==> src/rtl/net_output_stage.sv <==
// Output stage: re-quantises 4-channel network frames (shift + saturate), buffers
// them in a frame FIFO and streams one channel per beat over valid/ready.
module net_output_stage #(
   parameter int W     = 16,
   parameter int OUT_W = 12,
   parameter int SHIFT = 2,
   parameter int DEPTH = 4,
   localparam int LW   = $clog2(DEPTH) + 1,
   localparam int PW   = $clog2(DEPTH)
) (
   input  logic                    clk,
   input  logic                    rst,
   input  logic [3:0][W-1:0]       in_data,
   input  logic                    in_v,
   output logic signed [OUT_W-1:0] out_data,
   output logic [1:0]              out_chan,
   output logic                    out_last,
   output logic                    out_valid,
   input  logic                    out_ready,
   output logic [LW-1:0]           level,
   output logic                    overflow,
   input  logic                    clear_overflow,
   output logic [7:0]              drop_count
);

   localparam logic signed [W-1:0] C_MAX = W'(2 ** (OUT_W - 1) - 1);
   localparam logic signed [W-1:0] C_MIN = W'(-(2 ** (OUT_W - 1)));

   // Floor shift (arithmetic) followed by clamp into the signed OUT_W range.
   function automatic logic [OUT_W-1:0] sat_q(input logic [W-1:0] x);
      logic signed [W-1:0] t;
      // NOTE: blocking '=' inside functions/always_comb; '<=' only in always_ff.
      t = $signed(x) >>> SHIFT;
      if (t > C_MAX)      return C_MAX[OUT_W-1:0];
      else if (t < C_MIN) return C_MIN[OUT_W-1:0];
      else                return t[OUT_W-1:0];
   endfunction

   logic [3:0][OUT_W-1:0] r_mem [DEPTH];
   logic [PW-1:0]         r_wr_ptr;
   logic [PW-1:0]         r_rd_ptr;
   logic [LW-1:0]         r_level;
   logic [1:0]            r_chan;
   logic                  r_overflow;
   logic [7:0]            r_drop_count;

   logic [3:0][OUT_W-1:0] w_q;
   logic [3:0][OUT_W-1:0] w_head;
   logic                  w_valid;
   logic                  w_accept;
   logic                  w_pop;
   logic                  w_push;
   logic                  w_drop;

   always_comb begin
      // NOTE: every always_comb output gets a default first so no latch is inferred.
      w_q = '0;
      for (int i = 0; i < 4; i++) begin
         w_q[i] = sat_q(in_data[i]);
      end
   end

   assign w_valid  = (r_level != '0);
   assign w_accept = w_valid && out_ready;
   assign w_pop    = w_accept && (r_chan == 2'd3);
   // A full FIFO still takes a frame when its head leaves on the same edge.
   assign w_push   = in_v && ((r_level != LW'(DEPTH)) || w_pop);
   assign w_drop   = in_v && !w_push;
   assign w_head   = r_mem[r_rd_ptr];

   // NOTE: frame storage has no reset; out_data is gated by out_valid instead.
   always_ff @(posedge clk) begin
      if (w_push) begin
         r_mem[r_wr_ptr] <= w_q;
      end
   end

   always_ff @(posedge clk) begin
      if (!rst) begin
         r_wr_ptr     <= '0;
         r_rd_ptr     <= '0;
         r_level      <= '0;
         r_chan       <= '0;
         r_overflow   <= 1'b0;
         r_drop_count <= '0;
      end else begin
         if (w_push) r_wr_ptr <= r_wr_ptr + 1'b1;
         if (w_pop)  r_rd_ptr <= r_rd_ptr + 1'b1;
         if (w_accept) r_chan <= r_chan + 2'd1;

         if (w_push && !w_pop)      r_level <= r_level + 1'b1;
         else if (w_pop && !w_push) r_level <= r_level - 1'b1;

         // A drop on the same edge as a clear wins and restarts the count at 1.
         if (w_drop) begin
            r_overflow <= 1'b1;
            if (clear_overflow)             r_drop_count <= 8'd1;
            else if (r_drop_count != 8'hFF) r_drop_count <= r_drop_count + 8'd1;
         end else if (clear_overflow) begin
            r_overflow   <= 1'b0;
            r_drop_count <= '0;
         end
      end
   end

   assign out_valid  = w_valid;
   assign out_data   = w_valid ? $signed(w_head[r_chan]) : '0;
   assign out_chan   = r_chan;
   assign out_last   = (r_chan == 2'd3);
   assign level      = r_level;
   assign overflow   = r_overflow;
   assign drop_count = r_drop_count;

endmodule

==> config.mk <==
export PLATFORM = sky130hd
export DESIGN_NAME = net_output_stage
export DESIGN_NICKNAME = d
export VERILOG_FILES = /design/src/rtl/net_output_stage.sv
export SDC_FILE = /design/constraint.sdc
export NUM_CORES = 1
export LEC_CHECK = 0
export BUFFER_PORTS_ARGS = -buffer_cell sky130_fd_sc_hd__buf_2
export CORE_ASPECT_RATIO = 0.6
export CORE_MARGIN = 2
export CORE_UTILIZATION = 58
export CTS_BUF_LIST = sky130_fd_sc_hd__clkbuf_8
export CTS_CLUSTER_DIAMETER = 200
export DETAILED_ROUTE_END_ITERATION = 7
export PLACE_DENSITY = 0.79
export SLEW_MARGIN = 5
export SYNTH_ARGS = -nofsm -noshare
export SYNTH_HDL_FRONTEND = slang
export SYNTH_SLANG_ARGS = --single-unit
==> constraint.sdc <==
create_clock -name clk -period 5.3 [get_ports clk]
set_input_delay 0.265 -clock clk [delete_from_list [all_inputs] [get_ports clk]]
set_output_delay 0.265 -clock clk [all_outputs]
set_load 0.02 [all_outputs]
==> flow_summary.toml, run 1 <==
[die]
floorplan.die_area_um2 = 16900
floorplan_die_height_um = 101
initial_utilization_pct = 59.6
chipWidth_um = 166
ios = 97
coreArea_um2 = 15400
row_count = 35

[clocking]
cts.sinks = 212
holdBufCountCts = 0
cts_resized = 0
max-clock-path-buffers = 3
tritoncts = "built"
worst_skew_pair_later_pin_latency_ns = 0.54
post-cts-setup-buffers = 0
numCtsBuffers = 29
root_buffer = "sky130_fd_sc_hd__clkbuf_8"
ctsHtreeMaxLevel = 1
worst_setup_hold_path_clk_slew_ns = 0.07

[power_and_ir_drop]
ir_drop_uv = 191
power_leakage_nw = 3.64
power.density_nw_per_um2 = 363

[grt]
first_global_vias = 5363
first_pass_grt_wire_length_um = 29400
final_global_route_overflow_total = 0
grt_use_total_pct = 23.0
grt_start_max_net_pins = 49
grt_antenna_before_repair = 0

[timing]
post-route-min-period_ns = 3.39
tns_ns = 0
slew-limit-headroom_pct = 43.7
report.final.setup_viol = 0
drv_slew = 0
finalHoldWorstSlack_ns = 0.0643
worst_pin_slew_ns = 0.844
clock_skews_ns = 0.0143
rsz0062_at_grt = "false"
timing_hold_violations_final = 0
max_freq_ghz = 0.295
timing.final.crit_share_pct = 64.0

[worst_setup_path]
timing.critical_path.fanout_max = 24
critical_path_required_ns = 5.04
worstSetupPathType = "reg -> out"
arrival_ns = 3.13
type_of_element_launching_the_critical_path = "flip-flop"
critical_path.endpoint_type = "output pin"

[logic_synthesis]
synth.most_common_cell = "sky130_fd_sc_hd__edfxtp_1"
post_synth_fa_ha_maj_area_fraction_pct = 1.17
netlist_area_um2 = 9180
synth-compound-area-share_pct = 5.89
yosys-mux-area-fraction_pct = 12.2
synth_sequential_area_ratio_pct = 67.1
ys_top_cells_by_area = "sky130_fd_sc_hd__edfxtp_1 63%, sky130_fd_sc_hd__mux4_2 12%, sky130_fd_sc_hd__nor2_1 5.8%"
ys_async_sr_fraction_pct = 0
post_synth_xor_area_fraction_pct = 0.572
synth.net_count = 728
synth.lib_cells_used.distinct = 43
yosysTopAreaCellShare_pct = 62.8
post_synth_and_or_nand_nor_area_fraction_pct = 10.7
ys_seq_elements = 212
number_of_warnings_reported_in_the_yosys_synthesis_log = 0
synth.cells.most_frequent = "192 x sky130_fd_sc_hd__edfxtp_1, 143 x sky130_fd_sc_hd__nor2_1, 62 x sky130_fd_sc_hd__nand2_1, 52 x sky130_fd_sc_hd__a21oi_1, 48 x sky130_fd_sc_hd__mux4_2"
synth_enable_flop_cells = 192
synth_top_area_cell = "sky130_fd_sc_hd__edfxtp_1"
synth_top_family_by_area = "multiplexers"
synthFlopType = "sky130_fd_sc_hd__edfxtp_1"
postSynthCellCount = 651
synthesis.area_per_instance_um2 = 14.1

[placement]
post_dp_cell_area_um2 = 9760
gp_routability_congestion = 0.802
placement.io_buffers = 88
dp_hpwl_um = 12700

[detailed_routing]
firstDrtPassIters = 5
post_drt_antenna_nets = 0
post_drt_wl_per_cell_um = 20.0
vias = 5745
first_iter_violations = 537
detail_route.wirelength_um = 19200
drt-vias-per-instance = 5.98
post-route-drc-count = 0

[final_layout]
drive_gt1_share_pct = 25.5
num-nets-final = 815
syn_to_final_growth_pct = 11.6
diodes = 0
fin_area_um2 = 10200
utilization_pct = 66.5

[status]
run_status = "complete, no violations"

[worst_hold_path]
tightest_hold_check_type = "in -> reg"

[job]
maxCapViolations = 0
==> layout by cell type, fill, tap and decap left out, drive strengths merged, types with 7 or more instances in the layout <==
cell type  instances
clkbuf            29
clkinv             9
buf               96
dfxtp             20
a22oi             23
ha                 7
mux4              48
inv               20
edfxtp           192
a21oi             52
nand2             64
nor2             143
==> kinds of logic after synthesis <==
logic type / Yosys count
mux: 52
compound gates: 88
fa+ha+maj: 8
buf+inv: 47
simple gates: 238
flops: 212
xor+xnor: 6
==> layout make-up <==
cell class / instances / area (um^2)
Fill cell: 1058 / 5170
Sequential cell: 212 / 6170
Timing Repair Buffer: 96 / 500
Tap cell: 203 / 254
Multi-Input combinational cell: 392 / 2810
Inverter: 7 / 26.3
Clock buffer: 29 / 399
Clock inverter: 22 / 87.6
==> sequential cells by signal, indices dropped and copies added, names as in the netlist, named ones only <==
| name | count |
|---|---|
| r_mem | 192 |
| drop_count | 8 |
| level | 3 |
| out_chan | 2 |
| r_rd_ptr | 2 |
| r_wr_ptr | 2 |
| overflow | 1 |
==> layer usage <==
| layer | wire length (um) | share of wire [%] | GRT usage [%] |
|---|---|---|---|
| met3 | 1780 | 9.3 | 5.16 |
| met2 | 8450 | 44 | 33.8 |
| met1 | 8770 | 46 | 36.3 |
| met5 | 0 | 0 | 0 |
| met4 | 200 | 1.0 | 3.98 |
==> stage by stage <==
step	std cells	setup slack [ns]	power, mW
finish	961	1.91	3.72
floorplan	651	2.32	2.45
CTS	961	1.76	3.74
detailed placement	910	2.36	2.68
global route	961	1.60	3.87
global placement	910	2.38	2.64
==> critical path, cell delays in order, from the launching register on <==
cell                      delay (ns)
sky130_fd_sc_hd__dfxtp_2        0.88
sky130_fd_sc_hd__buf_4          0.55
sky130_fd_sc_hd__mux4_2         0.60
sky130_fd_sc_hd__a22oi_1        0.25
sky130_fd_sc_hd__nand2_1        0.11
sky130_fd_sc_hd__buf_2          0.17
==> power by group <==
group          switching [mW]  internal [mW]  total (mW)
clock                   0.564          0.506        1.07
combinational           0.393          0.207       0.600
sequential             0.0535           1.99        2.05
total                    1.01           2.71        3.72
==> final timing paths <==
kind / startpoint / end / slack, ns / cells after the start
setup / recovery: flip-flop / out_data[2] / 1.91 / 5
hold / removal: out_ready / out_chan[1]$_SDFFE_PN0P_ / 0.06 / 3
setup reg to reg: out_chan[0]$_SDFFE_PN0P_ / r_mem[3][30]$_DFFE_PP_ / 2.46 / 5
hold reg to reg: overflow$_SDFFE_PN0P_ / overflow$_SDFFE_PN0P_ / 0.46 / 2
Note: power is estimated with default switching activity, not from simulation.
==> run 2, diff against run 1 <==
- CORE_UTILIZATION: 58 -> 55
- PLACE_DENSITY: 0.79 -> 0.78
- clock period: 5.3 -> 3.05 ns (I/O delays scaled with it)
==> flow_summary.toml, run 2 (same netlist as run 1, synthesis figures left out) <==
[final_layout]
largest_reg_flops = 192
layoutNonFillerInstCount = 991
diodes = 0
final_common_cell = "sky130_fd_sc_hd__edfxtp_1"
layout_common_cells = "192 x sky130_fd_sc_hd__edfxtp_1, 143 x sky130_fd_sc_hd__nor2_1, 88 x sky130_fd_sc_hd__buf_2, 62 x sky130_fd_sc_hd__nand2_1, 52 x sky130_fd_sc_hd__a21oi_1"
syn_to_final_growth_pct = 13.3
num-nets-final = 819
largest_register = "r_mem"
drive_gt1_share_pct = 25.2

[grt]
grt_use_total_pct = 22.0
final_global_route_overflow_total = 0
first_global_vias = 5519
grt_start_max_net_pins = 49
grt_antenna_before_repair = 0
first_pass_grt_wire_length_um = 29600

[worst_hold_path]
hold_path.startpoint = "in_data[42]"
tightest_hold_check_type = "in -> reg"

[worst_setup_path]
cp-startpoint = "out_chan[0]$_SDFFE_PN0P_"
worstReg2RegStart = "out_chan[0]$_SDFFE_PN0P_"
critical_path_required_ns = 3.51
worstSetupPathType = "reg -> reg"
critical_path.endpoint_type = "flip-flop"
type_of_element_launching_the_critical_path = "flip-flop"
arrival_ns = 3.16
timing.critical_path.fanout_max = 9

[detailed_routing]
first_iter_violations = 619
firstDrtPassIters = 5
post-route-drc-count = 0
drt-vias-per-instance = 5.77
post_drt_antenna_nets = 0
vias = 5721
post_drt_wl_per_cell_um = 19.7
detail_route.wirelength_um = 19500

[power_and_ir_drop]
p_int_mw = 4.76
ir_drop_uv = 238
power_leakage_nw = 3.68
net-switching-power_mw = 1.76
power.share.clock_pct = 28.9
comb_power_share_pct = 16.5
power.share.sequential_pct = 54.6
switching_part_of_the_total_pct = 27.0
power.density_nw_per_um2 = 626

[die]
row_count = 36
chipWidth_um = 171
floorplan_die_height_um = 104
floorplan.die_area_um2 = 17800
ios = 97
coreArea_um2 = 16300
initial_utilization_pct = 56.3

[timing]
max_freq_ghz = 0.371
drv_slew = 0
timing.final.ws_setup_ns = 0.353
tns_ns = 0
timing_hold_violations_final = 0
report.final.setup_viol = 0
post-route-min-period_ns = 2.70
slew-limit-headroom_pct = 52.4
rsz0062_at_grt = "false"
timing.final.crit_share_pct = 88.4
clock_skews_ns = 0.0219
worst_pin_slew_ns = 0.712

[clocking]
root_buffer = "sky130_fd_sc_hd__clkbuf_8"
worst_setup_hold_path_clk_slew_ns = 0.06
cts_resized = 0
cts.sinks = 212
holdBufCountCts = 3
ctsHtreeMaxLevel = 1
tritoncts = "built"
max-clock-path-buffers = 3
post-cts-setup-buffers = 0
numCtsBuffers = 30
worst_skew_pair_later_pin_latency_ns = 0.55

[placement]
gp_routability_congestion = 0.886
dp_worst_setup_slack_ns = 0.379
placement.io_buffers = 88
dp_hpwl_um = 13000
placed_cells = 935

[job]
maxCapViolations = 0

[status]
run_status = "complete, no violations"
run 2: metal layers:
metal / part of all wire, % / track usage (%) / vias to the layer above
li1: - / - / 2622
met1: 45 / 34.3 / 2786
met2: 45 / 32.6 / 276
met3: 8.4 / 4.00 / 37
met4: 2.1 / 5.63 / 0
met5: 0 / 0 / -
run 2: power by group through the flow:
| stage | clock, mW | sequential (mW) | combinational, mW |
|---|---|---|---|
| 2_1_floorplan | 0 | 3.61 | 0.649 |
| 3_3_place_gp | 0 | 3.59 | 1.01 |
| 3_5_place_dp | 0 | 3.62 | 1.07 |
| 4_1_cts | 1.91 | 3.55 | 1.08 |
| 5_1_grt | 2.04 | 3.57 | 1.16 |
| 6_report | 1.88 | 3.55 | 1.08 |
run 2: final cells by class:
cell class | count | area [um^2]
fill | 1188 | 5900
inverter | 7 | 26.3
tap | 228 | 285
clock inverter | 23 | 92.6
multi-input combinational | 392 | 2810
sequential | 212 | 6170
clock buffer | 30 | 413
timing repair buffer | 99 | 606
run 2: through the flow:
step                      hold WS, ns  power, mW  instance area (um^2)  util, %
after floorplan                 0.312       4.26                  9180        -
after global placement          0.445       4.60                  9870     60.5
after detailed placement        0.475       4.68                  9870     60.5
after CTS                      0.0224       6.54                 10400     63.8
after global routing           0.0463       6.77                 10400     63.8
final                          0.0452       6.52                 10400     63.8
run 2: final timing paths:
kind | to | slack (ns) | cells after the start
setup / recovery | level[2]$_SDFFE_PN0P_ | 0.35 | 9
hold reg to reg | overflow$_SDFFE_PN0P_ | 0.48 | 2
setup reg to reg | level[2]$_SDFFE_PN0P_ | 0.35 | 9
hold / removal | r_mem[1][32]$_DFFE_PP_ | 0.05 | 3
run 2: critical path, stage by stage, from the launching register on:
cell	delay, ns
sky130_fd_sc_hd__dfxtp_1	0.50
sky130_fd_sc_hd__ha_1	0.31
sky130_fd_sc_hd__a211oi_4	0.10
sky130_fd_sc_hd__a21boi_2	0.33
sky130_fd_sc_hd__ha_1	0.26
sky130_fd_sc_hd__inv_1	0.07
sky130_fd_sc_hd__fa_1	0.39
sky130_fd_sc_hd__xor2_1	0.17
sky130_fd_sc_hd__or3_1	0.32
sky130_fd_sc_hd__a21oi_1	0.16
